### src/rtl/ddr3_rd_arb_pkg.sv
// Shared types and default widths for the DDR3 burst-read arbiter.
package ddr3_rd_arb_pkg;

  localparam int unsigned ADDR_W_DEF = 25;
  localparam int unsigned LEN_W_DEF  = 10;
  localparam int unsigned DATA_W_DEF = 64;

  typedef enum logic [2:0] {
    S_IDLE,
    S_REQ,
    S_DATA,
    S_LOCAL,
    S_DONE
  } state_t;

endpackage

### src/rtl/rr_pick2.sv
// Two-way round-robin pick: a lone requester wins, a tie goes to the port
// that was not granted last.
module rr_pick2 (
  input  logic [1:0] req_i,
  input  logic       last_grant_i,
  output logic       win_valid_o,
  output logic       win_idx_o
);

  always_comb begin
    win_valid_o = |req_i;
    win_idx_o   = (req_i == 2'b11) ? ~last_grant_i : req_i[1];
  end

endmodule

### src/rtl/ddr3_rd_arbiter.sv
// Shares one DDR3 burst-read port between two requesters with round-robin
// priority; returned beats and finish are routed to the granted port only.
module ddr3_rd_arbiter #(
  parameter int unsigned ADDR_W = ddr3_rd_arb_pkg::ADDR_W_DEF,
  parameter int unsigned LEN_W  = ddr3_rd_arb_pkg::LEN_W_DEF,
  parameter int unsigned DATA_W = ddr3_rd_arb_pkg::DATA_W_DEF
) (
  input  logic              clk,
  input  logic              rst,
  input  logic              p0_rd_req,
  input  logic [LEN_W-1:0]  p0_rd_len,
  input  logic [ADDR_W-1:0] p0_rd_addr,
  output logic              p0_rd_ready,
  output logic              p0_rd_data_valid,
  output logic              p0_rd_finish,
  output logic [DATA_W-1:0] p0_rd_data,
  input  logic              p1_rd_req,
  input  logic [LEN_W-1:0]  p1_rd_len,
  input  logic [ADDR_W-1:0] p1_rd_addr,
  output logic              p1_rd_ready,
  output logic              p1_rd_data_valid,
  output logic              p1_rd_finish,
  output logic [DATA_W-1:0] p1_rd_data,
  output logic              rd_ddr3_req,
  output logic [LEN_W-1:0]  rd_ddr3_len,
  output logic [ADDR_W-1:0] rd_ddr3_addr,
  input  logic              rd_ddr3_data_valid,
  input  logic [DATA_W-1:0] rd_ddr3_data,
  input  logic              rd_ddr3_finish,
  input  logic              rd_ddr3_ready,
  output logic              grant,
  output logic              beat_err
);
  import ddr3_rd_arb_pkg::*;

  state_t            state_q, state_d;
  logic              req_q, req_d;
  logic [ADDR_W-1:0] addr_q, addr_d;
  logic [LEN_W-1:0]  len_q, len_d;
  logic              grant_q, grant_d;
  logic              last_grant_q, last_grant_d;
  logic [LEN_W:0]    cnt_q, cnt_d;
  logic              err_q, err_d;

  logic              win_valid, win_idx;
  logic [LEN_W-1:0]  sel_len;
  logic [LEN_W:0]    cnt_inc, cnt_tot;
  logic              local_fin, in_burst;

  rr_pick2 u_pick (
    .req_i        ({p1_rd_req, p0_rd_req}),
    .last_grant_i (last_grant_q),
    .win_valid_o  (win_valid),
    .win_idx_o    (win_idx)
  );

  always_ff @(posedge clk) begin
    if (rst) begin
      state_q      <= S_IDLE;
      req_q        <= 1'b0;
      addr_q       <= '0;
      len_q        <= '0;
      grant_q      <= 1'b0;
      last_grant_q <= 1'b1;
      cnt_q        <= '0;
      err_q        <= 1'b0;
    end else begin
      state_q      <= state_d;
      req_q        <= req_d;
      addr_q       <= addr_d;
      len_q        <= len_d;
      grant_q      <= grant_d;
      last_grant_q <= last_grant_d;
      cnt_q        <= cnt_d;
      err_q        <= err_d;
    end
  end

  always_comb begin
    state_d      = state_q;
    req_d        = req_q;
    addr_d       = addr_q;
    len_d        = len_q;
    grant_d      = grant_q;
    last_grant_d = last_grant_q;
    cnt_d        = cnt_q;
    err_d        = err_q;
    local_fin    = 1'b0;
    p0_rd_ready  = 1'b0;
    p1_rd_ready  = 1'b0;
    sel_len      = win_idx ? p1_rd_len : p0_rd_len;
    cnt_inc      = (cnt_q == '1) ? cnt_q : cnt_q + 1'b1;
    cnt_tot      = rd_ddr3_data_valid ? cnt_inc : cnt_q;

    case (state_q)
      S_IDLE: begin
        p0_rd_ready = rd_ddr3_ready;
        p1_rd_ready = rd_ddr3_ready;
        if (win_valid && rd_ddr3_ready) begin
          grant_d = win_idx;
          addr_d  = win_idx ? p1_rd_addr : p0_rd_addr;
          len_d   = sel_len;
          cnt_d   = '0;
          if (sel_len != '0) begin
            req_d   = 1'b1;
            state_d = S_REQ;
          end else begin
            state_d = S_LOCAL;
          end
        end
      end
      S_REQ: begin
        if (rd_ddr3_data_valid) begin
          req_d   = 1'b0;
          cnt_d   = cnt_tot;
          state_d = S_DATA;
        end
        // A finish here (with or without a first beat) ends the burst; the
        // length check is the same one applied in S_DATA.
        if (rd_ddr3_finish) begin
          req_d   = 1'b0;
          cnt_d   = cnt_tot;
          state_d = S_DONE;
          if (cnt_tot != {1'b0, len_q}) err_d = 1'b1;
        end
      end
      S_DATA: begin
        cnt_d = cnt_tot;
        if (rd_ddr3_finish) begin
          state_d = S_DONE;
          if (cnt_tot != {1'b0, len_q}) err_d = 1'b1;
        end
      end
      S_LOCAL: begin
        local_fin = 1'b1;
        state_d   = S_DONE;
      end
      S_DONE: begin
        last_grant_d = grant_q;
        state_d      = S_IDLE;
      end
      default: state_d = S_IDLE;
    endcase
  end

  assign in_burst = (state_q == S_REQ) || (state_q == S_DATA);

  assign p0_rd_data_valid = rd_ddr3_data_valid & in_burst & ~grant_q;
  assign p1_rd_data_valid = rd_ddr3_data_valid & in_burst & grant_q;
  assign p0_rd_finish     = ((rd_ddr3_finish & in_burst) | local_fin) & ~grant_q;
  assign p1_rd_finish     = ((rd_ddr3_finish & in_burst) | local_fin) & grant_q;
  assign p0_rd_data       = rd_ddr3_data;
  assign p1_rd_data       = rd_ddr3_data;

  assign rd_ddr3_req  = req_q;
  assign rd_ddr3_addr = addr_q;
  assign rd_ddr3_len  = len_q;
  assign grant        = grant_q;
  assign beat_err     = err_q;

endmodule

### config.mk
export PLATFORM = sky130hd
export DESIGN_NAME = ddr3_rd_arbiter
export DESIGN_NICKNAME = d
export VERILOG_FILES = /design/src/rtl/ddr3_rd_arb_pkg.sv /design/src/rtl/rr_pick2.sv /design/src/rtl/ddr3_rd_arbiter.sv
export SDC_FILE = /design/constraint.sdc
export NUM_CORES = 1
export LEC_CHECK = 0
export CORE_AREA = 5 5 120 122
export CTS_BUF_LIST = sky130_fd_sc_hd__clkbuf_4
export CTS_CLUSTER_DIAMETER = 50
export DETAILED_ROUTE_END_ITERATION = 10
export DIE_AREA = 0 0 125 127
export HOLD_SLACK_MARGIN = 0.02
export PLACE_DENSITY = 0.75
export SLEW_MARGIN = 30
export SYNTH_ARGS = -nofsm -noshare
export SYNTH_HDL_FRONTEND = slang
export SYNTH_SLANG_ARGS = --single-unit
### constraint.sdc
create_clock -name clk -period 2.69 [get_ports clk]
set_input_delay 0.538 -clock clk [delete_from_list [all_inputs] [get_ports clk]]
set_output_delay 0.538 -clock clk [all_outputs]
set_load 0.005 [all_outputs]
==> flow_summary.html, run 1 <==
<table>
<tr><th>Metric</th><th>Value</th></tr>
<tr><th colspan="2">Routing</th></tr>
<tr><td>TritonRoute pass-1 iters</td><td>4</td></tr>
<tr><td>Remaining DRCs</td><td>0</td></tr>
<tr><td>Starting DRT DRC Count</td><td>roughly 150</td></tr>
<tr><td>Routed Antenna Nets</td><td>0</td></tr>
<tr><td>Vias</td><td>3136</td></tr>
<tr><td>Wire length after detailed routing</td><td>10500 µm</td></tr>
<tr><td>Vias per cell</td><td>around 4.9</td></tr>
<tr><td>DR WL/cell</td><td>about 17 µm</td></tr>
<tr><th colspan="2">Die</th></tr>
<tr><td>Io pins</td><td>about 310</td></tr>
<tr><td>Die area</td><td>0.0159 mm²</td></tr>
<tr><td>Chip width</td><td>125 µm</td></tr>
<tr><td>Starting density of the core</td><td>30.6%</td></tr>
<tr><td>Placement row count</td><td>42</td></tr>
<tr><td>Die span in y</td><td>127 µm</td></tr>
<tr><td>Core Box Area</td><td>0.0131 mm²</td></tr>
<tr><th colspan="2">CTS</th></tr>
<tr><td>Clock root buffer</td><td>sky130_fd_sc_hd__clkbuf_4</td></tr>
<tr><td>Insertion delay of the later-clocked pin in the worst-skew pair</td><td>0.39 ns</td></tr>
<tr><td>Number of levels in the clock H-tree</td><td>2</td></tr>
<tr><td>Worst-path clk slew</td><td>0.16 ns</td></tr>
<tr><td>TritonCTS clock tree</td><td>done</td></tr>
<tr><td>CTS Buffer Depth</td><td>2</td></tr>
<tr><td>Setup Fix Bufs, Post-CTS</td><td>0</td></tr>
<tr><td>Clock buffers created by TritonCTS</td><td>5</td></tr>
<tr><td>Num Clock Sinks</td><td>53</td></tr>
<tr><th colspan="2">Yosys</th></tr>
<tr><td>Top-count cell post-synth</td><td>sky130_fd_sc_hd__buf_4</td></tr>
<tr><td>Yosys top cell by area</td><td>sky130_fd_sc_hd__dfxtp_1</td></tr>
<tr><td>Proportion of synthesized flip-flops having asynchronous set or reset</td><td>0%</td></tr>
<tr><td>#FFs+latches synth</td><td>53</td></tr>
<tr><td>Most numerous cell types in the synthesized netlist</td><td>sky130_fd_sc_hd__buf_4, sky130_fd_sc_hd__nor2_1, sky130_fd_sc_hd__dfxtp_1</td></tr>
<tr><td>Number of cells produced by synthesis</td><td>476</td></tr>
<tr><td>Avg Synthesized Cell Area</td><td>8.41 µm²</td></tr>
<tr><td>Mapped Nets</td><td>just over 600</td></tr>
<tr><td>Part of the Yosys area used for sequential elements</td><td>between 20% and 30%</td></tr>
<tr><td>Ys Warns</td><td>0</td></tr>
<tr><td>Area share of the largest cell type after synthesis</td><td>between 20% and 30%</td></tr>
<tr><td>Number of enable flip-flop cells after synthesis</td><td>0</td></tr>
<tr><td>Area of the mapped netlist</td><td>0.00400 mm²</td></tr>
<tr><td>Top_reg_cell synth</td><td>sky130_fd_sc_hd__dfxtp_1</td></tr>
<tr><td>Number of distinct library cell variants in the gate-level netlist after synthesis</td><td>54</td></tr>
<tr><td>Top cells by area, synth</td><td>sky130_fd_sc_hd__dfxtp_1, sky130_fd_sc_hd__buf_4, sky130_fd_sc_hd__mux2i_1, sky130_fd_sc_hd__nor2_1, sky130_fd_sc_hd__a211oi_1</td></tr>
<tr><th colspan="2">Run</th></tr>
<tr><td>Count of max-cap constraint violations</td><td>0</td></tr>
<tr><th colspan="2">Placement</th></tr>
<tr><td>Placed wire-length estimate</td><td>8520 µm</td></tr>
<tr><td>GPL Wtd Cong</td><td>0.913</td></tr>
<tr><td>Count of port buffers added during placement</td><td>120</td></tr>
<tr><td>Placement Setup Slack</td><td>0.127 ns</td></tr>
<tr><th colspan="2">Min path</th></tr>
<tr><td>Path type of the worst min-delay path</td><td>flop to flop</td></tr>
<tr><th colspan="2">Critical path</th></tr>
<tr><td>Critical path endpoint category</td><td>output pin</td></tr>
<tr><td>Data arrival at the endpoint of the critical path</td><td>1.97 ns</td></tr>
<tr><td>Chain of cells forming the critical path</td><td>clkdlybuf4s50_1 -&gt; o21ai_0 -&gt; a21o_1 -&gt; nor2_1 -&gt; clkdlybuf4s50_1</td></tr>
<tr><td>Sort of element at the start of the critical path</td><td>input pin</td></tr>
<tr><td>Slowest library cell on the worst path</td><td>sky130_fd_sc_hd__clkdlybuf4s50_1</td></tr>
<tr><td>Most Frequent Cell on Critical Path</td><td>sky130_fd_sc_hd__clkdlybuf4s50_1</td></tr>
<tr><td>Delay of the slowest cell on the worst path</td><td>~0.51 ns</td></tr>
<tr><td>Type of the worst setup path</td><td>input pin to output pin</td></tr>
<tr><td>Maximum fanout along the worst path</td><td>3</td></tr>
<tr><td>Required arrival time at the worst endpoint</td><td>about 2.2 ns</td></tr>
<tr><th colspan="2">GRT</th></tr>
<tr><td>Antenna violations before repair</td><td>0</td></tr>
<tr><td>Total congestion overflow</td><td>0</td></tr>
<tr><td>Largest net degree at the start of global routing</td><td>71</td></tr>
<tr><td>First-pass GRT wire length</td><td>16400 µm</td></tr>
<tr><td>Vias in the first global route</td><td>3153</td></tr>
<tr><td>Overall fraction of global-route tracks in use</td><td>12.7%</td></tr>
<tr><th colspan="2">Final layout</th></tr>
<tr><td>Antenna diodes</td><td>0</td></tr>
<tr><td>Area used by sequential logic in the layout</td><td>approximately 0.0011 mm²</td></tr>
<tr><td>Fraction of layout cells with a size suffix above 1</td><td>9.80%</td></tr>
<tr><td>Multi-input logic area</td><td>roughly 0.0018 mm²</td></tr>
<tr><td>Final #Nets</td><td>600</td></tr>
<tr><td>Layout overhead on the synthesized area</td><td>12.0%</td></tr>
<tr><td>Number of filler instances in the final layout</td><td>1345</td></tr>
<tr><th colspan="2">Timing</th></tr>
<tr><td>Period Utilization, post-route</td><td>between 90% and 100%</td></tr>
<tr><td>Relative slew margins</td><td>67.7%</td></tr>
<tr><td>Final max-slew violation count</td><td>0</td></tr>
<tr><td>Hold Fails Final Rpt</td><td>0</td></tr>
<tr><td>Final setup viols</td><td>0</td></tr>
<tr><td>Highest Clock Rate</td><td>between 0.3 and 0.4 GHz</td></tr>
<tr><td>RSZ-0062 raised after global routing</td><td>false</td></tr>
<tr><td>Actual slew at the worst max-slew pin</td><td>between 0.4 and 0.5 ns</td></tr>
<tr><td>Tmin final</td><td>2.51 ns</td></tr>
<tr><td>Clock skew</td><td>0.0209 ns</td></tr>
<tr><td>Worst Setup Slack, final</td><td>0.183 ns</td></tr>
<tr><td>Summed negative setup slack over all endpoints</td><td>0 ns</td></tr>
<tr><th colspan="2">Power and ir drop</th></tr>
<tr><td>Switching part of the total</td><td>29.9%</td></tr>
<tr><td>Internal power component</td><td>between 1 and 1.5 mW</td></tr>
<tr><td>Leakage Power</td><td>~1.6 nW</td></tr>
<tr><td>Worst-case vdd ir drop</td><td>298 µV</td></tr>
<tr><td>Comb pwr share</td><td>approximately 30%</td></tr>
<tr><td>Clock power frac</td><td>20.1%</td></tr>
<tr><td>Power dissipated by switching net loads</td><td>between 500 and 600 µW</td></tr>
<tr><td>Sequential share of power</td><td>roughly half</td></tr>
<tr><td>Total power divided by cell area</td><td>400 mW/mm²</td></tr>
<tr><th colspan="2">Outcome</th></tr>
<tr><td>Status</td><td>completed</td></tr>
</table>
==> stage by stage <==
step / total power, mW / cell area (µm²) / cells / utilization (%) / hold slack, ns
2_1_floorplan: 1.31 / 4000 / 476 / - / 0.448
3_3_place_gp: 1.44 / 4430 / 627 / 33.8 / 0.486
3_5_place_dp: 1.46 / 4430 / 627 / 33.8 / 0.498
4_1_cts: 1.83 / 4480 / 635 / 34.2 / 0.514
5_1_grt: 1.91 / 4480 / 635 / 34.3 / 0.518
6_report: 1.80 / 4480 / 635 / 34.3 / 0.512
==> flip-flops by register name, summed over array words and instances (netlist names) <==
signal,flops
beat_err,1
cnt_q,11
grant,1
last_grant_q,1
rd_ddr3_addr,25
rd_ddr3_len,10
rd_ddr3_req,1
state_q,3
==> cell families after synthesis <==
kind of cell | Yosys count | share of synthesized area [%]
flip-flops | 53 | 26.5
XOR/XNOR | 10 | 2.19
multiplexers | 40 | 10.0
adder cells (fa/ha/maj) | 1 | 0.313
AND/OR/NAND/NOR | 123 | 15.6
AO/OA/AOI/OAI | 87 | 17.0
buffers and inverters | 162 | 28.3
==> placed cells by master (no fill, tap or decap), types with 2 or more instances in the layout <==
master / n
sky130_fd_sc_hd__inv_1: 5
sky130_fd_sc_hd__a211oi_1: 23
sky130_fd_sc_hd__and4_4: 4
sky130_fd_sc_hd__mux2i_1: 39
sky130_fd_sc_hd__o211ai_1: 2
sky130_fd_sc_hd__dfxtp_1: 51
sky130_fd_sc_hd__nand2_1: 17
sky130_fd_sc_hd__clkdlybuf4s50_1: 119
sky130_fd_sc_hd__buf_4: 11
sky130_fd_sc_hd__and3_1: 5
sky130_fd_sc_hd__a311oi_1: 3
sky130_fd_sc_hd__xnor2_1: 8
sky130_fd_sc_hd__nor3_1: 7
sky130_fd_sc_hd__o21ai_0: 5
sky130_fd_sc_hd__nor2_1: 57
sky130_fd_sc_hd__and2_1: 4
sky130_fd_sc_hd__a21oi_1: 16
sky130_fd_sc_hd__a31oi_1: 4
sky130_fd_sc_hd__clkbuf_4: 5
sky130_fd_sc_hd__dfxtp_2: 2
sky130_fd_sc_hd__a21o_1: 6
sky130_fd_sc_hd__nand3_1: 6
sky130_fd_sc_hd__nor4_1: 7
sky130_fd_sc_hd__xor2_1: 2
sky130_fd_sc_hd__nand4_1: 5
sky130_fd_sc_hd__a211oi_2: 12
==> worst max-delay path: cells and delay by family <==
family	cells	cell delay [ns]
AOI/OAI and AO/OA	2	0.34
buffers and inverters	2	1.00
and+or+nand+nor	1	0.10
==> worst paths after layout <==
kind,end,slack (ns),start,cells past startpoint
hold / removal,rd_ddr3_addr[17],0.51,rd_ddr3_addr[17],2
setup / recovery,p0_rd_finish,0.18,rd_ddr3_finish,5
setup reg to reg,beat_err,0.57,cnt_q[0],7
hold reg to reg,rd_ddr3_addr[17],0.51,rd_ddr3_addr[17],2
==> power by group through the flow <==
stage / combinational [mW] / clock (mW) / sequential (mW)
floorplan: 0.409 / 0 / 0.899
global placement: 0.535 / 0 / 0.909
detailed placement: 0.544 / 0 / 0.912
CTS: 0.547 / 0.383 / 0.895
global route: 0.590 / 0.413 / 0.904
finish: 0.541 / 0.361 / 0.893
==> routing by layer <==
metal,share of wire (%),up-vias,track usage (%)
li1,-,1495,-
met1,38,1416,13.8
met2,45,173,20.9
met3,12,52,5.47
met4,4.9,0,7.08
met5,0,-,0
==> cell type report <==
cell class	count	area share, %
Clock buffer	5	0.837
Clock inverter	3	0.391
Inverter	5	0.419
Multi-Input combinational cell	261	40.7
Sequential cell	53	23.7
Tap cell	176	4.91
Timing Repair Buffer	132	29.0
==> timing repair <==
item,CTS,global route
setup endpoints to repair,0,4
gates resized for setup,0,2
hold buffers,0,0
Note: power is estimated with default switching activity, not from simulation.
==> run 2: changes to the inputs <==
--- a/config.mk
+++ b/config.mk
@@ -5,13 +5,13 @@
 export SDC_FILE = /design/constraint.sdc
 export NUM_CORES = 1
 export LEC_CHECK = 0
-export CORE_AREA = 5 5 120 122
+export CORE_AREA = 5 5 119 121
 export CTS_BUF_LIST = sky130_fd_sc_hd__clkbuf_4
 export CTS_CLUSTER_DIAMETER = 50
 export DETAILED_ROUTE_END_ITERATION = 10
-export DIE_AREA = 0 0 125 127
+export DIE_AREA = 0 0 124 126
+export DONT_BUFFER_PORTS = 1
 export HOLD_SLACK_MARGIN = 0.02
-export PLACE_DENSITY = 0.75
 export SLEW_MARGIN = 30
 export SYNTH_ARGS = -nofsm -noshare
 export SYNTH_HDL_FRONTEND = slang
==> constraint.sdc (replaced) <==
create_clock -name clk -period 2.11 [get_ports clk]
set_input_delay 0.422 -clock clk [delete_from_list [all_inputs] [get_ports clk]]
set_output_delay 0.422 -clock clk [all_outputs]
set_load 0.005 [all_outputs]
==> flow_summary.html, run 2 (synthesis results as in run 1) <==
<table>
<tr><th>Metric</th><th>Value</th></tr>
<tr><th colspan="2">Placement</th></tr>
<tr><td>GPL Wtd Cong</td><td>0.894 (-2.1%)</td></tr>
<tr><td>Number of placed instances, taps included</td><td>507 (-19%)</td></tr>
<tr><td>Placed wire-length estimate</td><td>6930 µm (-19%)</td></tr>
<tr><td>Placement Setup Slack</td><td>0.218 ns (+0.0909 ns)</td></tr>
<tr><td>Count of port buffers added during placement</td><td>0 (-100%)</td></tr>
<tr><td>Cell area reported after detailed placement</td><td>0.00324 mm² (-27%)</td></tr>
<tr><th colspan="2">Routing</th></tr>
<tr><td>Wire length after detailed routing</td><td>8970 µm (-15%)</td></tr>
<tr><td>Routed Antenna Nets</td><td>0 (unchanged)</td></tr>
<tr><td>Vias</td><td>2631 (-16%)</td></tr>
<tr><td>Vias per cell</td><td>5.10 (+3.2%)</td></tr>
<tr><td>Remaining DRCs</td><td>0 (unchanged)</td></tr>
<tr><td>TritonRoute pass-1 iters</td><td>4 (unchanged)</td></tr>
<tr><td>Starting DRT DRC Count</td><td>86 (-41%)</td></tr>
<tr><td>DR WL/cell</td><td>17.4 µm (+5.0%)</td></tr>
<tr><th colspan="2">Timing</th></tr>
<tr><td>Relative slew margins</td><td>65.7% (-2.1 points)</td></tr>
<tr><td>Period Utilization, post-route</td><td>90.8%</td></tr>
<tr><td>Final setup viols</td><td>0 (unchanged)</td></tr>
<tr><td>Highest Clock Rate</td><td>0.522 GHz</td></tr>
<tr><td>Final max-slew violation count</td><td>0 (unchanged)</td></tr>
<tr><td>Summed negative setup slack over all endpoints</td><td>0 ns (unchanged)</td></tr>
<tr><td>RSZ-0062 raised after global routing</td><td>false</td></tr>
<tr><td>Tmin final</td><td>~1.9 ns</td></tr>
<tr><td>Hold Fails Final Rpt</td><td>0 (unchanged)</td></tr>
<tr><td>Clock skew</td><td>0.0138 ns (-0.00716 ns)</td></tr>
<tr><td>Worst Setup Slack, final</td><td>0.195 ns (+0.0114 ns)</td></tr>
<tr><td>Actual slew at the worst max-slew pin</td><td>0.509 ns (+0.0299 ns)</td></tr>
<tr><th colspan="2">Die</th></tr>
<tr><td>Chip width</td><td>124 µm (-0.80%)</td></tr>
<tr><td>Io pins</td><td>313 (unchanged)</td></tr>
<tr><td>Placement row count</td><td>42 (unchanged)</td></tr>
<tr><td>Die area</td><td>0.0156 mm² (-1.6%)</td></tr>
<tr><td>Starting density of the core</td><td>30.8% (+0.25 points)</td></tr>
<tr><td>Die span in y</td><td>126 µm (-0.79%)</td></tr>
<tr><td>Core Box Area</td><td>0.0130 mm² (-0.80%)</td></tr>
<tr><th colspan="2">GRT</th></tr>
<tr><td>Antenna violations before repair</td><td>1 (+1)</td></tr>
<tr><td>Vias in the first global route</td><td>2735 (-13%)</td></tr>
<tr><td>Total congestion overflow</td><td>0 (unchanged)</td></tr>
<tr><td>First-pass GRT wire length</td><td>13800 µm (-16%)</td></tr>
<tr><td>Overall fraction of global-route tracks in use</td><td>11.0% (-1.6 points)</td></tr>
<tr><td>Largest net degree at the start of global routing</td><td>71 (unchanged)</td></tr>
<tr><th colspan="2">Power and ir drop</th></tr>
<tr><td>Total design power</td><td>1.99 mW (+11%)</td></tr>
<tr><td>Worst-case vdd ir drop</td><td>220 µV (-26%)</td></tr>
<tr><td>Leakage Power</td><td>1.11 nW (-29%)</td></tr>
<tr><td>Total power divided by cell area</td><td>602 mW/mm² (+50%)</td></tr>
<tr><th colspan="2">Final layout</th></tr>
<tr><td>Multi-input logic area</td><td>0.00183 mm² (unchanged)</td></tr>
<tr><td>Final Cell Area</td><td>0.00330 mm² (-26%)</td></tr>
<tr><td>Fraction of layout cells with a size suffix above 1</td><td>13.3% (+3.5 points)</td></tr>
<tr><td>Commonest non-fill, non-tap cell in the layout</td><td>sky130_fd_sc_hd__nor2_1</td></tr>
<tr><td>Final #Nets</td><td>480 (-20%)</td></tr>
<tr><td>Number of filler instances in the final layout</td><td>1399 (+4.0%)</td></tr>
<tr><td>Commonest non-fill, non-tap cells in the layout</td><td>sky130_fd_sc_hd__nor2_1, sky130_fd_sc_hd__dfxtp_1, sky130_fd_sc_hd__mux2i_1</td></tr>
<tr><td>Max reg flops</td><td>25 (unchanged)</td></tr>
<tr><td>Layout overhead on the synthesized area</td><td>-17.5%</td></tr>
<tr><td>Area used by sequential logic in the layout</td><td>0.00106 mm² (unchanged)</td></tr>
<tr><td>Number of cells in the finished layout apart from fillers</td><td>516 (-19%)</td></tr>
<tr><th colspan="2">Critical path</th></tr>
<tr><td>Maximum fanout along the worst path</td><td>5 (+2)</td></tr>
<tr><td>Reg2reg setup slack</td><td>0.19 ns (-0.38 ns)</td></tr>
<tr><td>Critical path endpoint category</td><td>flop</td></tr>
<tr><td>R2r endpoint</td><td>beat_err</td></tr>
<tr><td>Delay of the slowest cell on the worst path</td><td>0.38 ns (-0.13 ns)</td></tr>
<tr><td>Slowest library cell on the worst path</td><td>sky130_fd_sc_hd__dfxtp_1</td></tr>
<tr><td>Origin of the critical flop-to-flop path</td><td>cnt_q[0]</td></tr>
<tr><td>Sort of element at the start of the critical path</td><td>flop</td></tr>
<tr><td>Type of the worst setup path</td><td>flop to flop</td></tr>
<tr><td>Chain of cells forming the critical path</td><td>ha_1 -&gt; and4_4 -&gt; and3_4 -&gt; mux2_1 -&gt; mux2i_1 -&gt; nor4_1 -&gt; a311oi_1</td></tr>
<tr><td>Data arrival at the endpoint of the critical path</td><td>2.22 ns (+0.25 ns)</td></tr>
<tr><td>Worst path bufs/invs</td><td>0 (-2)</td></tr>
<tr><td>Length in cells of the worst reg-to-reg path</td><td>7 (unchanged)</td></tr>
<tr><td>Dominant delay contributor by cell family on the critical path</td><td>simple AND/OR/NAND/NOR gates</td></tr>
<tr><td>Required arrival time at the worst endpoint</td><td>2.41 ns (+0.26 ns)</td></tr>
<tr><th colspan="2">Run</th></tr>
<tr><td>Count of max-cap constraint violations</td><td>0 (unchanged)</td></tr>
<tr><th colspan="2">Outcome</th></tr>
<tr><td>Status</td><td>completed</td></tr>
<tr><th colspan="2">Min path</th></tr>
<tr><td>Path type of the worst min-delay path</td><td>input pin to flop</td></tr>
<tr><td>Endpoint with the worst hold slack</td><td>rd_ddr3_addr[6]</td></tr>
<tr><td>Hold Startpoint</td><td>rst</td></tr>
<tr><td>Cell count of the worst hold path</td><td>1 (-1)</td></tr>
<tr><th colspan="2">CTS</th></tr>
<tr><td>CTS Buffer Depth</td><td>2 (unchanged)</td></tr>
<tr><td>TritonCTS clock tree</td><td>done</td></tr>
<tr><td>Number of levels in the clock H-tree</td><td>2 (unchanged)</td></tr>
<tr><td>Num Clock Sinks</td><td>53 (unchanged)</td></tr>
<tr><td>Setup Fix Bufs, Post-CTS</td><td>0 (unchanged)</td></tr>
<tr><td>Clock root buffer</td><td>sky130_fd_sc_hd__clkbuf_4</td></tr>
<tr><td>Worst-path clk slew</td><td>0.16 ns (about the same)</td></tr>
<tr><td>Clock buffers created by TritonCTS</td><td>5 (unchanged)</td></tr>
<tr><td>Insertion delay of the later-clocked pin in the worst-skew pair</td><td>0.38 ns (about the same)</td></tr>
</table>
run 2: cell type report:
class                      count  share of cell area [%]
inverter                       5                   0.568
multi-input combinational    261                    55.3
clock buffer                   6                    1.36
antenna                        1                  0.0758
clock inverter                 2                   0.303
sequential                    53                    32.2
tap                          176                    6.67
timing repair buffer          12                    3.49
run 2: layer usage:
metal / vias up / part of all wire (%) / global-route usage (%)
met5: - / 0 / 0
met4: 0 / 2.7 / 4.12
met3: 37 / 12 / 5.25
met2: 141 / 49 / 19.2
met1: 1192 / 36 / 11.4
li1: 1261 / - / -
run 2: what timing repair did:
item | CTS | global route
endpoints found under the setup margin | 0 | 3
gates resized for setup | 0 | 2
hold buffers | 0 | 0
run 2: how the worst max path moves through the flow:
stage | startpoint | slack (ns) | end | cells past startpoint
2_1_floorplan | cnt_q[0] | 0.21 | beat_err | 7
3_3_place_gp | cnt_q[0] | 0.26 | beat_err | 7
3_5_place_dp | cnt_q[0] | 0.22 | beat_err | 7
4_1_cts | state_q[0] | 0.05 | p1_rd_finish | 3
5_1_grt | cnt_q[0] | 0.02 | beat_err | 7
6_report | cnt_q[0] | 0.19 | beat_err | 7
run 2: where the power goes:
group,total (mW),internal [mW],switching [mW]
combinational,0.357,0.165,0.192
sequential,1.16,1.07,0.0853
clock,0.472,0.141,0.331
total,1.99,1.38,0.608
run 2: metrics by stage:
| step | util (%) | hold slack, ns |
|---|---|---|
| 2_1_floorplan | - | 0.448 |
| 3_3_place_gp | 25.0 | 0.491 |
| 3_5_place_dp | 25.0 | 0.493 |
| 4_1_cts | 25.4 | 0.0455 |
| 5_1_grt | 25.4 | 0.0324 |
| 6_report | 25.4 | 0.0817 |
==> run 3: changes to the inputs <==
--- a/config.mk
+++ b/config.mk
@@ -5,13 +5,17 @@
 export SDC_FILE = /design/constraint.sdc
 export NUM_CORES = 1
 export LEC_CHECK = 0
-export CORE_AREA = 5 5 119 121
+export ABC_AREA = 1
+export CELL_PAD_IN_SITES_DETAIL_PLACEMENT = 1
+export CELL_PAD_IN_SITES_GLOBAL_PLACEMENT = 1
+export CORE_AREA = 5 5 118 120
 export CTS_BUF_LIST = sky130_fd_sc_hd__clkbuf_4
 export CTS_CLUSTER_DIAMETER = 50
 export DETAILED_ROUTE_END_ITERATION = 10
-export DIE_AREA = 0 0 124 126
+export DIE_AREA = 0 0 123 125
 export DONT_BUFFER_PORTS = 1
 export HOLD_SLACK_MARGIN = 0.02
+export PLACE_DENSITY_LB_ADDON = 0.1
 export SLEW_MARGIN = 30
 export SYNTH_ARGS = -nofsm -noshare
 export SYNTH_HDL_FRONTEND = slang
==> flow_summary.html, run 3 <==
<table>
<tr><th>Metric</th><th>Value</th></tr>
<tr><th colspan="2">Outcome</th></tr>
<tr><td>Status</td><td>completed</td></tr>
<tr><th colspan="2">Run</th></tr>
<tr><td>Count of max-cap constraint violations</td><td>0 (unchanged)</td></tr>
<tr><th colspan="2">Yosys</th></tr>
<tr><td>Most numerous cell types in the synthesized netlist</td><td>sky130_fd_sc_hd__buf_4, sky130_fd_sc_hd__nand2_1, sky130_fd_sc_hd__nand3_1</td></tr>
<tr><td>Number of distinct library cell variants in the gate-level netlist after synthesis</td><td>33 (-39%)</td></tr>
<tr><td>Area share of the largest cell type after synthesis</td><td>27.0% (+0.48 points)</td></tr>
<tr><td>Top-count cell post-synth</td><td>sky130_fd_sc_hd__buf_4</td></tr>
<tr><td>Area of the mapped netlist</td><td>0.00393 mm² (-1.8%)</td></tr>
<tr><td>Number of cells produced by synthesis</td><td>580 (+22%)</td></tr>
<tr><td>Proportion of synthesized flip-flops having asynchronous set or reset</td><td>0% (unchanged)</td></tr>
<tr><td>Top_reg_cell synth</td><td>sky130_fd_sc_hd__dfxtp_1</td></tr>
<tr><td>Yosys top cell by area</td><td>sky130_fd_sc_hd__dfxtp_1</td></tr>
<tr><td>Avg Synthesized Cell Area</td><td>6.78 µm² (-19%)</td></tr>
<tr><td>Mapped Nets</td><td>722 (+17%)</td></tr>
<tr><td>Ys Warns</td><td>0 (unchanged)</td></tr>
<tr><td>#FFs+latches synth</td><td>53 (unchanged)</td></tr>
<tr><td>Top cells by area, synth</td><td>sky130_fd_sc_hd__dfxtp_1, sky130_fd_sc_hd__buf_4, sky130_fd_sc_hd__nand2_1, sky130_fd_sc_hd__nand3_1, sky130_fd_sc_hd__o21ai_0</td></tr>
<tr><td>Number of enable flip-flop cells after synthesis</td><td>0 (unchanged)</td></tr>
<tr><td>Part of the Yosys area used for sequential elements</td><td>27.0% (+0.48 points)</td></tr>
<tr><th colspan="2">Timing</th></tr>
<tr><td>Hold Fails Final Rpt</td><td>0 (unchanged)</td></tr>
<tr><td>Highest Clock Rate</td><td>0.487 GHz (-6.7%)</td></tr>
<tr><td>RSZ-0062 raised after global routing</td><td>true</td></tr>
<tr><td>Final max-slew violation count</td><td>0 (unchanged)</td></tr>
<tr><td>Clock skew</td><td>0.0272 ns (+0.0135 ns)</td></tr>
<tr><td>Final setup viols</td><td>0 (unchanged)</td></tr>
<tr><td>Period Utilization, post-route</td><td>97.2% (+6.5 points)</td></tr>
<tr><td>Tmin final</td><td>2.05 ns (+0.136 ns)</td></tr>
<tr><td>Actual slew at the worst max-slew pin</td><td>0.852 ns (+0.343 ns)</td></tr>
<tr><td>Relative slew margins</td><td>43.0% (-23 points)</td></tr>
<tr><td>Worst hold slack</td><td>0.136 ns (+0.0543 ns)</td></tr>
<tr><td>Worst Setup Slack, final</td><td>0.0583 ns (-0.136 ns)</td></tr>
<tr><th colspan="2">GRT</th></tr>
<tr><td>First-pass GRT wire length</td><td>19000 µm (+37%)</td></tr>
<tr><td>Total congestion overflow</td><td>0 (unchanged)</td></tr>
<tr><td>Antenna violations before repair</td><td>2 (+1)</td></tr>
<tr><td>Overall fraction of global-route tracks in use</td><td>16.0% (+5.0 points)</td></tr>
<tr><td>Vias in the first global route</td><td>3329 (+22%)</td></tr>
<tr><td>Largest net degree at the start of global routing</td><td>57 (-20%)</td></tr>
<tr><th colspan="2">Critical path</th></tr>
<tr><td>Maximum fanout along the worst path</td><td>6 (+1)</td></tr>
<tr><td>Worst path bufs/invs</td><td>3 (+3)</td></tr>
<tr><td>Chain of cells forming the critical path</td><td>inv_4 -&gt; nor3_4 -&gt; inv_2 -&gt; nand2_2 -&gt; inv_4 -&gt; nor2_4 -&gt; a31oi_4 -&gt; nor2_2</td></tr>
<tr><td>Length in cells of the worst reg-to-reg path</td><td>15 (+8)</td></tr>
<tr><td>R2r endpoint</td><td>beat_err</td></tr>
<tr><td>Reg2reg setup slack</td><td>0.20 ns (about the same)</td></tr>
<tr><td>Most Frequent Cell on Critical Path</td><td>sky130_fd_sc_hd__inv_4</td></tr>
<tr><td>Dominant delay contributor by cell family on the critical path</td><td>simple AND/OR/NAND/NOR gates</td></tr>
<tr><td>Critical path endpoint category</td><td>output pin</td></tr>
<tr><td>Required arrival time at the worst endpoint</td><td>1.69 ns (-0.72 ns)</td></tr>
<tr><td>Data arrival at the endpoint of the critical path</td><td>1.63 ns (-0.59 ns)</td></tr>
<tr><td>Delay of the slowest cell on the worst path</td><td>0.45 ns (+0.07 ns)</td></tr>
<tr><td>Origin of the critical flop-to-flop path</td><td>cnt_q[0]</td></tr>
<tr><td>Slowest library cell on the worst path</td><td>sky130_fd_sc_hd__dfxtp_4</td></tr>
<tr><td>Type of the worst setup path</td><td>flop to output pin</td></tr>
<tr><td>Sort of element at the start of the critical path</td><td>flop</td></tr>
<tr><th colspan="2">Final layout</th></tr>
<tr><td>Layout overhead on the synthesized area</td><td>-11.1%</td></tr>
<tr><td>Max reg flops</td><td>25 (unchanged)</td></tr>
<tr><td>Final #Nets</td><td>607 (+26%)</td></tr>
<tr><td>Final Core Density</td><td>27.1% (+1.7 points)</td></tr>
<tr><td>Final Cell Area</td><td>0.00349 mm² (+5.8%)</td></tr>
<tr><td>Commonest non-fill, non-tap cells in the layout</td><td>sky130_fd_sc_hd__nand2_1, sky130_fd_sc_hd__nand3_1, sky130_fd_sc_hd__dfxtp_1</td></tr>
<tr><td>Fraction of layout cells with a size suffix above 1</td><td>17.0% (+3.7 points)</td></tr>
<tr><td>Number of filler instances in the final layout</td><td>1621 (+16%)</td></tr>
<tr><td>Commonest non-fill, non-tap cell in the layout</td><td>sky130_fd_sc_hd__nand2_1</td></tr>
<tr><th colspan="2">Routing</th></tr>
<tr><td>Vias</td><td>3176 (+21%)</td></tr>
<tr><td>Starting DRT DRC Count</td><td>79 (-8.1%)</td></tr>
<tr><td>DR WL/cell</td><td>19.6 µm (+13%)</td></tr>
<tr><td>Vias per cell</td><td>4.94 (-3.1%)</td></tr>
<tr><td>Routed Antenna Nets</td><td>0 (unchanged)</td></tr>
<tr><td>Remaining DRCs</td><td>0 (unchanged)</td></tr>
<tr><td>Wire length after detailed routing</td><td>12600 µm (+40%)</td></tr>
<tr><td>TritonRoute pass-1 iters</td><td>4 (unchanged)</td></tr>
<tr><th colspan="2">CTS</th></tr>
<tr><td>Insertion delay of the later-clocked pin in the worst-skew pair</td><td>0.43 ns (+0.05 ns)</td></tr>
<tr><td>Worst-path clk slew</td><td>0.20 ns (+0.04 ns)</td></tr>
<tr><td>Clock root buffer</td><td>sky130_fd_sc_hd__clkbuf_4</td></tr>
<tr><td>CTS Buffer Depth</td><td>2 (unchanged)</td></tr>
<tr><td>Number of levels in the clock H-tree</td><td>2 (unchanged)</td></tr>
<tr><td>Clock buffers created by TritonCTS</td><td>5 (unchanged)</td></tr>
<tr><td>Num Clock Sinks</td><td>53 (unchanged)</td></tr>
<tr><td>TritonCTS clock tree</td><td>done</td></tr>
<tr><th colspan="2">Placement</th></tr>
<tr><td>GPL Wtd Cong</td><td>0.767 (-14%)</td></tr>
<tr><td>Count of port buffers added during placement</td><td>0 (unchanged)</td></tr>
<tr><td>Placement Setup Slack</td><td>-0.0558 ns (-0.274 ns)</td></tr>
<tr><td>Placed wire-length estimate</td><td>9360 µm (+35%)</td></tr>
<tr><td>Cell area reported after detailed placement</td><td>0.00325 mm² (+0.39%)</td></tr>
<tr><th colspan="2">Die</th></tr>
<tr><td>Die area</td><td>0.0154 mm² (-1.6%)</td></tr>
<tr><td>Die span in y</td><td>125 µm (-0.79%)</td></tr>
<tr><td>Io pins</td><td>313 (unchanged)</td></tr>
<tr><td>Starting density of the core</td><td>30.5% (-0.30 points)</td></tr>
<tr><td>Chip width</td><td>123 µm (-0.81%)</td></tr>
<tr><td>Core Box Area</td><td>0.0129 mm² (-0.81%)</td></tr>
<tr><td>Placement row count</td><td>42 (unchanged)</td></tr>
<tr><th colspan="2">Power and ir drop</th></tr>
<tr><td>Worst-case vdd ir drop</td><td>296 µV (+34%)</td></tr>
<tr><td>Total power divided by cell area</td><td>672 mW/mm² (+12%)</td></tr>
<tr><td>Total design power</td><td>2.35 mW (+18%)</td></tr>
<tr><td>Leakage Power</td><td>1.41 nW (+27%)</td></tr>
<tr><th colspan="2">Min path</th></tr>
<tr><td>Cell count of the worst hold path</td><td>2 (+1)</td></tr>
<tr><td>Hold Startpoint</td><td>p0_rd_addr[5]</td></tr>
<tr><td>Endpoint with the worst hold slack</td><td>rd_ddr3_addr[5]</td></tr>
<tr><td>Path type of the worst min-delay path</td><td>input pin to flop</td></tr>
</table>
==> run 3: cell types whose count changed in the layout (fill, tap and decap cells not counted), sizes merged, moves of 22 or more <==
cell,before,now
a211oi,35,2
nand3,7,65
a31oi,4,26
o21ai,6,43
nor2,57,23
mux2i,39,0
nand2,17,112
inv,5,52
==> run 3: layout make-up <==
cell class | count | area (µm²) | area share (%)
clock inverters | 3 | 21.3 | 0.609
well taps | 176 | 220 | 6.30
flip-flops and latches | 53 | 1070 | 30.7
repair buffers | 32 | 255 | 7.31
diodes | 1 | 2.50 | 0.0716
multi-input cells | 322 | 1690 | 48.3
clock buffers | 5 | 37.5 | 1.07
inverters | 51 | 196 | 5.62
==> run 3: routing by layer <==
layer / part of all wire [%] / GRT usage, % / wire [µm]
met5: 0.11 / 0 / 14
met4: 0.79 / 3.00 / 100
met3: 11 / 9.17 / 1450
met2: 48 / 26.6 / 5980
met1: 40 / 18.0 / 5040
==> run 3: how the worst max path moves through the flow <==
stage / startpoint / end / slack, ns / cells after the start
floorplan: cnt_q[0] / beat_err / 0.30 / 15
global placement: state_q[1] / rd_ddr3_len[7] / 0.08 / 7
detailed placement: state_q[1] / cnt_q[2] / -0.06 / 8
CTS: state_q[1] / p1_rd_finish / 0.003 / 8
global route: cnt_q[3] / beat_err / -0.08 / 16
finish: state_q[0] / p1_rd_finish / 0.06 / 8
==> run 3: power by group <==
part	internal [mW]	switching, mW
combinational	0.215	0.379
clock	0.133	0.405
sequential	1.11	0.110
total	1.46	0.894
==> run 3: what timing repair did <==
action,in CTS,in global routing
endpoints found under the setup margin,15,15
pin swaps,3,5
buffers inserted,3,5
endpoints found under the hold margin,17,0
resized for setup,13,19
hold buffers,1,0
==> run 3: cell families (layout without fill, tap and decap cells) <==
group / Yosys count / after routing / share of synthesized area (%)
flip-flops: 53 / 53 / 27.0
other: 0 / 1 / 0
AO/OA/AOI/OAI: 96 / 96 / 13.5
adder cells (fa/ha/maj): 1 / 1 / 0.318
multiplexers: 3 / 3 / 0.860
XOR/XNOR: 2 / 2 / 0.796
AND/OR/NAND/NOR: 220 / 220 / 25.0
buffers and inverters: 205 / 91 / 32.6
==> run 3: per-stage QoR <==
| stage | setup TNS [ns] | instances |
|---|---|---|
| finish | 0 | 643 |
| global route | -0.191 | 643 |
| CTS | 0 | 637 |
| detailed placement | -0.440 | 625 |
| global placement | 0 | 625 |
| floorplan | 0 | 580 |
